**src/rtl/ps2_host_tx_if.sv**
```systemverilog
// Command-side handshake plus raw PS/2 pin levels and open-collector enables
// for the host-to-device PS/2 transmitter.
interface ps2_host_tx_if;
  logic [7:0] tx_data;
  logic       tx_valid;
  logic       tx_ready;
  logic       busy;
  logic       done;
  logic       error;
  logic       ps2_clk_in;
  logic       ps2_data_in;
  logic       ps2_clk_oe;
  logic       ps2_data_oe;

  modport master (
    output tx_data, tx_valid, ps2_clk_in, ps2_data_in,
    input  tx_ready, busy, done, error, ps2_clk_oe, ps2_data_oe
  );

  modport slave (
    input  tx_data, tx_valid, ps2_clk_in, ps2_data_in,
    output tx_ready, busy, done, error, ps2_clk_oe, ps2_data_oe
  );
endinterface

```
**src/rtl/ps2_host_tx.sv**
```systemverilog
// Host-to-device PS/2 command transmitter (inhibit, request-to-send, 11-bit frame, ACK check).
// Optional macro PS2_TX_RETRY_EN: retry a failed frame up to 2 times before reporting error.
module ps2_host_tx #(
  parameter int CLK_HZ      = 100_000_000,
  parameter int INHIBIT_US  = 120,
  parameter int START_TO_US = 15000,
  parameter int FRAME_TO_US = 2000
) (
  input logic          clk,
  input logic          rst,
  ps2_host_tx_if.slave bus
);

  function automatic logic [31:0] us_to_cyc(input int us);
    return 32'((64'(us) * 64'(CLK_HZ)) / 64'd1_000_000);
  endfunction

  function automatic logic [31:0] sat_inc(input logic [31:0] v);
    return (v == 32'hFFFF_FFFF) ? v : v + 32'd1;
  endfunction

  localparam logic [31:0] INHIBIT_CYC = us_to_cyc(INHIBIT_US);
  localparam logic [31:0] START_CYC   = us_to_cyc(START_TO_US);
  localparam logic [31:0] FRAME_CYC   = us_to_cyc(FRAME_TO_US);

  localparam logic [2:0] IDLE     = 3'd0;
  localparam logic [2:0] INHIBIT  = 3'd1;
  localparam logic [2:0] RTS      = 3'd2;
  localparam logic [2:0] WAIT_CLK = 3'd3;
  localparam logic [2:0] SHIFT    = 3'd4;
  localparam logic [2:0] ACK      = 3'd5;
  localparam logic [2:0] DONE     = 3'd6;
  localparam logic [2:0] ERROR    = 3'd7;

  logic [2:0]  state;
  logic [31:0] timer;
  logic [3:0]  bit_cnt;
  logic [9:0]  frame;
  logic        clk_oe;
  logic        data_oe;
  logic        fail;
  logic        retry_ok;

  logic ps2c_p0, ps2c_p1, ps2c_p2;
  logic ps2d_p0, ps2d_p1;
  logic fall;

  // Stage p0/p1: two-flop synchronizers; p2 holds the previous clock sample for edge detect.
  always_ff @(posedge clk or posedge rst) begin
    if (rst) begin
      ps2c_p0 <= 1'b1;
      ps2c_p1 <= 1'b1;
      ps2c_p2 <= 1'b1;
      ps2d_p0 <= 1'b1;
      ps2d_p1 <= 1'b1;
    end else begin
      ps2c_p0 <= bus.ps2_clk_in;
      ps2c_p1 <= ps2c_p0;
      ps2c_p2 <= ps2c_p1;
      ps2d_p0 <= bus.ps2_data_in;
      ps2d_p1 <= ps2d_p0;
    end
  end

  assign fall = ps2c_p2 & ~ps2c_p1;

  // Frame is {stop, odd parity, data}; only loaded on accept, so no reset needed.
  always_ff @(posedge clk) begin
    if (state == IDLE && bus.tx_valid)
      frame <= {1'b1, ~^bus.tx_data, bus.tx_data};
  end

  always_comb begin
    fail = 1'b0;
    case (state)
      WAIT_CLK: fail = !fall && (timer >= START_CYC - 32'd1);
      SHIFT:    fail = !fall && (timer >= FRAME_CYC - 32'd1);
      ACK:      fail = fall ? ps2d_p1 : (timer >= FRAME_CYC - 32'd1);
      default:  fail = 1'b0;
    endcase
  end

`ifdef PS2_TX_RETRY_EN
  logic [1:0] retry_cnt;

  always_ff @(posedge clk or posedge rst) begin
    if (rst)
      retry_cnt <= 2'd0;
    else if (state == IDLE)
      retry_cnt <= 2'd0;
    else if (fail && retry_ok)
      retry_cnt <= retry_cnt + 2'd1;
  end

  assign retry_ok = (retry_cnt < 2'd2);
`else
  assign retry_ok = 1'b0;
`endif

  // One shared saturating timer: inhibit length, start timeout, then frame timeout.
  always_ff @(posedge clk or posedge rst) begin
    if (rst) begin
      state   <= IDLE;
      timer   <= 32'd0;
      bit_cnt <= 4'd0;
      clk_oe  <= 1'b0;
      data_oe <= 1'b0;
    end else if (fail) begin
      timer   <= 32'd0;
      bit_cnt <= 4'd0;
      data_oe <= 1'b0;
      if (retry_ok) begin
        state  <= INHIBIT;
        clk_oe <= 1'b1;
      end else begin
        state  <= ERROR;
        clk_oe <= 1'b0;
      end
    end else begin
      timer <= sat_inc(timer);
      case (state)
        IDLE: begin
          timer   <= 32'd0;
          bit_cnt <= 4'd0;
          data_oe <= 1'b0;
          clk_oe  <= 1'b0;
          if (bus.tx_valid) begin
            state  <= INHIBIT;
            clk_oe <= 1'b1;
          end
        end
        INHIBIT: begin
          if (timer >= INHIBIT_CYC - 32'd1) begin
            data_oe <= 1'b1;
            state   <= RTS;
          end
        end
        RTS: begin
          clk_oe <= 1'b0;
          timer  <= 32'd0;
          state  <= WAIT_CLK;
        end
        WAIT_CLK: begin
          if (fall) begin
            data_oe <= ~frame[0];
            bit_cnt <= 4'd1;
            timer   <= 32'd0;
            state   <= SHIFT;
          end
        end
        SHIFT: begin
          if (fall) begin
            if (bit_cnt == 4'd10) begin
              data_oe <= 1'b0;
              state   <= ACK;
            end else begin
              data_oe <= ~frame[bit_cnt];
              bit_cnt <= bit_cnt + 4'd1;
            end
          end
        end
        ACK: begin
          data_oe <= 1'b0;
          if (fall)
            state <= DONE;
        end
        default: begin
          clk_oe  <= 1'b0;
          data_oe <= 1'b0;
          state   <= IDLE;
        end
      endcase
    end
  end

  assign bus.tx_ready    = (state == IDLE);
  assign bus.busy        = (state != IDLE);
  assign bus.done        = (state == DONE);
  assign bus.error       = (state == ERROR);
  assign bus.ps2_clk_oe  = clk_oe;
  assign bus.ps2_data_oe = data_oe;

endmodule

```
**src/flat_wrapper.sv**
```systemverilog
// flat-port wrapper written by rule: the top's interface ports become plain ports
module ps2_host_tx_flat 
#(
  parameter int CLK_HZ      = 100_000_000,
  parameter int INHIBIT_US  = 120,
  parameter int START_TO_US = 15000,
  parameter int FRAME_TO_US = 2000
)
  (clk, rst, bus_tx_data, bus_tx_valid, bus_ps2_clk_in, bus_ps2_data_in, bus_tx_ready, bus_busy, bus_done, bus_error, bus_ps2_clk_oe, bus_ps2_data_oe);
  ps2_host_tx_if bus_i ();
  input logic clk;
  input logic rst;
  input wire logic [$bits(bus_i.tx_data)-1:0] bus_tx_data;
  input wire logic [$bits(bus_i.tx_valid)-1:0] bus_tx_valid;
  input wire logic [$bits(bus_i.ps2_clk_in)-1:0] bus_ps2_clk_in;
  input wire logic [$bits(bus_i.ps2_data_in)-1:0] bus_ps2_data_in;
  output wire logic [$bits(bus_i.tx_ready)-1:0] bus_tx_ready;
  output wire logic [$bits(bus_i.busy)-1:0] bus_busy;
  output wire logic [$bits(bus_i.done)-1:0] bus_done;
  output wire logic [$bits(bus_i.error)-1:0] bus_error;
  output wire logic [$bits(bus_i.ps2_clk_oe)-1:0] bus_ps2_clk_oe;
  output wire logic [$bits(bus_i.ps2_data_oe)-1:0] bus_ps2_data_oe;
  assign bus_i.tx_data = bus_tx_data;
  assign bus_i.tx_valid = bus_tx_valid;
  assign bus_i.ps2_clk_in = bus_ps2_clk_in;
  assign bus_i.ps2_data_in = bus_ps2_data_in;
  assign bus_tx_ready = bus_i.tx_ready;
  assign bus_busy = bus_i.busy;
  assign bus_done = bus_i.done;
  assign bus_error = bus_i.error;
  assign bus_ps2_clk_oe = bus_i.ps2_clk_oe;
  assign bus_ps2_data_oe = bus_i.ps2_data_oe;
  ps2_host_tx #(.CLK_HZ(CLK_HZ), .INHIBIT_US(INHIBIT_US), .START_TO_US(START_TO_US), .FRAME_TO_US(FRAME_TO_US)) u_core (.clk(clk), .rst(rst), .bus(bus_i));
endmodule
```
**config.mk**
```make
export PLATFORM = sky130hd
export DESIGN_NAME = ps2_host_tx_flat
export DESIGN_NICKNAME = d
export VERILOG_FILES = /design/src/rtl/ps2_host_tx_if.sv /design/src/rtl/ps2_host_tx.sv /design/src/flat_wrapper.sv
export SDC_FILE = /design/constraint.sdc
export NUM_CORES = 1
export LEC_CHECK = 0
export CAP_MARGIN = 20
export CORE_UTILIZATION = 55
export CTS_CLUSTER_SIZE = 12
export DETAILED_ROUTE_END_ITERATION = 6
export HOLD_SLACK_MARGIN = 0.02
export PLACE_DENSITY = 0.75
export SLEW_MARGIN = 15
export SYNTH_ARGS = -nofsm -noshare
export SYNTH_HDL_FRONTEND = slang
export SYNTH_SLANG_ARGS = --single-unit
export TNS_END_PERCENT = 5
```
**constraint.sdc**
```tcl
create_clock -name clk -period 2.2 [get_ports clk]
set_input_delay 0.44 -clock clk [delete_from_list [all_inputs] [get_ports clk]]
set_output_delay 0.44 -clock clk [all_outputs]
set_load 0.05 [all_outputs]
```
==> flow_metrics.tcl <==
set metrics [dict create \
    status "finished, final reports clean" \
    place.gp.congestion 0.868 \
    worstPathRequired_ns 2.45 \
    power_density_nw_per_um2 859 \
    die_area_um2 6110 \
    io_buffers 18 \
    die_h_um 78.2 \
    seqCellArea_um2 1430 \
    hold_viol 0 \
    final_cell_mix "nor2_1, dfrtp_1, buf_4" \
    cts_root_buffer "clkbuf_8" \
    min_to "u_core.ps2c_p1" \
    grt_pass1_wl_mm 11.6 \
    grtUsageMet2_pct 36.3 \
    clockBufferDepth 2 \
    busiest_layer "met1" \
    wire_per_inst_um 15.9 \
    first_iter_violations 199 \
    finalSetupViolCount 0 \
    start_util_pct 57.6 \
    syn-num-nets 335 \
    slew_headroom_pct 63.2 \
    tightest_slew_ns 0.547 \
    reg2reg_setup_slack_ns 0.06 \
    dp_slack_ns 0.0265 \
    antenna_found_initial 0 \
    worstPathBufferInverterCount 1 \
    grt-ovfl-total 0 \
    reg2reg_to "u_core.timer[23]" \
    syn_area_per_cell_um2 10.0 \
    dpl.hpwl_mm 4.91 \
    criticalPathCategory "reg2reg" \
    ys.flop_type "dfrtp_1" \
    fillerInstances 448 \
    r2r_start "u_core.timer[27]" \
    multi_input_area_um2 1700 \
    netlist_area_um2 3190 \
    layout-drive-gt1-share_pct 20.8 \
    cts_hold_buffers 0 \
    boundaryPins 19 \
    die_x_um 78.2 \
    ant_nets 0 \
    clock-sinks 55 \
    max_clock_freq_ghz 0.467 \
    drv_cap 0 \
    num_rows 27 \
    hp-start "u_core.ps2c_p0" \
    cp_max_fo 13 \
    clock_latency_ns 0.31 \
    vdd_drop_max_mv 0.484 \
    cpMaxStageDelayCell "dfrtp_1" \
    synth-async-reset-ratio_pct 83.6 \
    cts_inserted_buffers 5 \
    drtPass1Iterations 5 \
    finClkSkew_ns 0.00408 \
    h-tree-depth 2 \
    finalWorstSetupSlack_ns 0.0596 \
    nets 381 \
    grt_use_met3_pct 3.95 \
    hold_path_class "reg2reg" \
    layout_commonest_cell "nor2_1" \
    path_clk_slew_ns 0.10 \
    post-route-min-period_ns 2.14 \
    rsz0062_at_grt "yes" \
    fin_crit_sh_pct 97.3 \
    met1_usage_pct 36.8 \
    worstSetupStartpointType "flop" \
    cp_top_family "simple AND/OR/NAND/NOR gates" \
    p_leak_uw 0.00158 \
    rr_worst_depth 7 \
    ys_ff_latch 55 \
    p_total_uw 3280 \
    synthesis.instances 319 \
    path_cells "nor4_2, nand4_1, a31oi_1, a211o_2, o221ai_4, buf_12, nor2_1" \
    yosys.cell_types.count 63 \
    ys_seq_area_share_pct 44.7 \
    grt_pass1_vias 2462 \
    vias 2594 \
    setup_tns_ns 0 \
    synth-edff-count 9 \
    max_stage_delay_ns 0.45 \
    report.final.slew_viol_count 0 \
    wl_mm 6.95 \
    critPathCaptureType "flop" \
    cts_tree "done" \
    arrival_ns 2.39 \
    area_growth_pct 19.8 \
    hold_depth 0 \
    grt_usage_pct 24.3 \
    grt_max_degree 47 \
    ys_warn_count 0 \
    n_antenna_cell 0 \
    fp.coreArea_um2 5540 \
    routed_via_density 5.92 \
    drc 0 \
]
flip-flops by register name (all words and copies together), names as in the netlist:
register,cells
u_core.ps2d_p0,1
u_core.bus.ps2_clk_oe,1
u_core.frame,9
u_core.ps2d_p1,1
u_core.bus.ps2_data_oe,1
u_core.ps2c_p0,1
u_core.timer,32
u_core.state,3
u_core.ps2c_p2,1
u_core.ps2c_p1,1
u_core.bit_cnt,4
synth_stat cells (2+ instances only):
cell type | number | share of area, %
inv_1 | 7 | 0.82
mux2i_1 | 2 | 0.63
buf_2 | 2 | 0.31
o21ai_0 | 8 | 1.3
clkbuf_1 | 3 | 0.35
xor2_1 | 16 | 4.4
nor2_1 | 48 | 5.6
mux4_2 | 2 | 1.4
buf_4 | 3 | 0.71
o21a_1 | 2 | 0.47
nand2_1 | 16 | 1.9
and3_1 | 8 | 1.6
ha_1 | 3 | 1.2
nand2b_1 | 3 | 0.59
buf_6 | 3 | 1.1
and2_1 | 5 | 0.98
nand3_1 | 20 | 3.1
and4_1 | 2 | 0.55
nand4_1 | 13 | 2.5
a21oi_1 | 8 | 1.3
nand4_2 | 2 | 0.78
nor4_2 | 4 | 1.6
a21o_1 | 3 | 0.71
dfstp_2 | 5 | 4.1
a221o_1 | 2 | 0.63
o22ai_1 | 2 | 0.39
nor2b_1 | 6 | 1.2
edfxtp_1 | 9 | 8.5
nor3_1 | 8 | 1.3
xnor2_1 | 20 | 5.5
dfrtp_1 | 41 | 32
a211oi_1 | 3 | 0.71
nand3b_1 | 5 | 1.2
a31oi_1 | 5 | 0.98
nor4_4 | 2 | 1.3
logic make-up after synthesis:
logic type,share of synthesized area (%)
buffers and inverters,3.37
xor gates and xnor gates,9.88
AOI/OAI and AO/OA,11.2
adders and majority gates,1.18
and+or+nand+nor,27.6
muxes,2.04
DFF,44.7
worst max path at each step:
stage | start | endpoint | slack, ns | depth (start not counted)
final | u_core.timer[27] | u_core.timer[23] | 0.06 | 7
after CTS | u_core.timer[27] | u_core.timer[23] | 0.001 | 7
after floorplan | u_core.state[2] | u_core.frame[0] | 0.16 | 4
after global routing | u_core.timer[0] | u_core.timer[25] | -0.08 | 8
after global placement | u_core.state[0] | u_core.timer[3] | 0.06 | 7
after detailed placement | u_core.timer[27] | u_core.timer[22] | 0.03 | 7
layout make-up:
type / instances / area share (%)
clock buffers: 5 / 1.80
clock inverters: 3 / 1.24
inverters: 7 / 0.785
multi-input cells: 246 / 44.4
flip-flops and latches: 55 / 37.3
well taps: 72 / 2.36
repair buffers: 50 / 12.0
metrics by stage:
stage	hold slack (ns)	utilization, %	instances	instance area [um^2]
detailed placement	0.348	65.8	426	3650
floorplan	0.345	-	319	3200
finish	0.364	69.0	438	3820
global placement	0.347	65.8	426	3650
global route	0.365	69.0	438	3820
CTS	0.364	67.9	434	3760
report_power, final:
group,leakage [uW],internal (uW),switching (uW),total [uW]
Sequential,0.000697,1160,89.8,1250
Combinational,0.000825,615,726,1340
Clock,0.0000587,346,351,696
Total,0.00158,2120,1170,3280
per-layer routing:
metal	share of wire (%)	vias to the layer above
met1	47	1258
met3	5.8	10
met5	0	-
met2	46	77
li1	-	1249
met4	1.2	0
repair_timing:
item                                    in CTS  in global routing
endpoints found under the setup margin       0                 28
buffers inserted                             0                  3
gates resized for setup                      0                  3
Power figures use the tool's default switching activity.
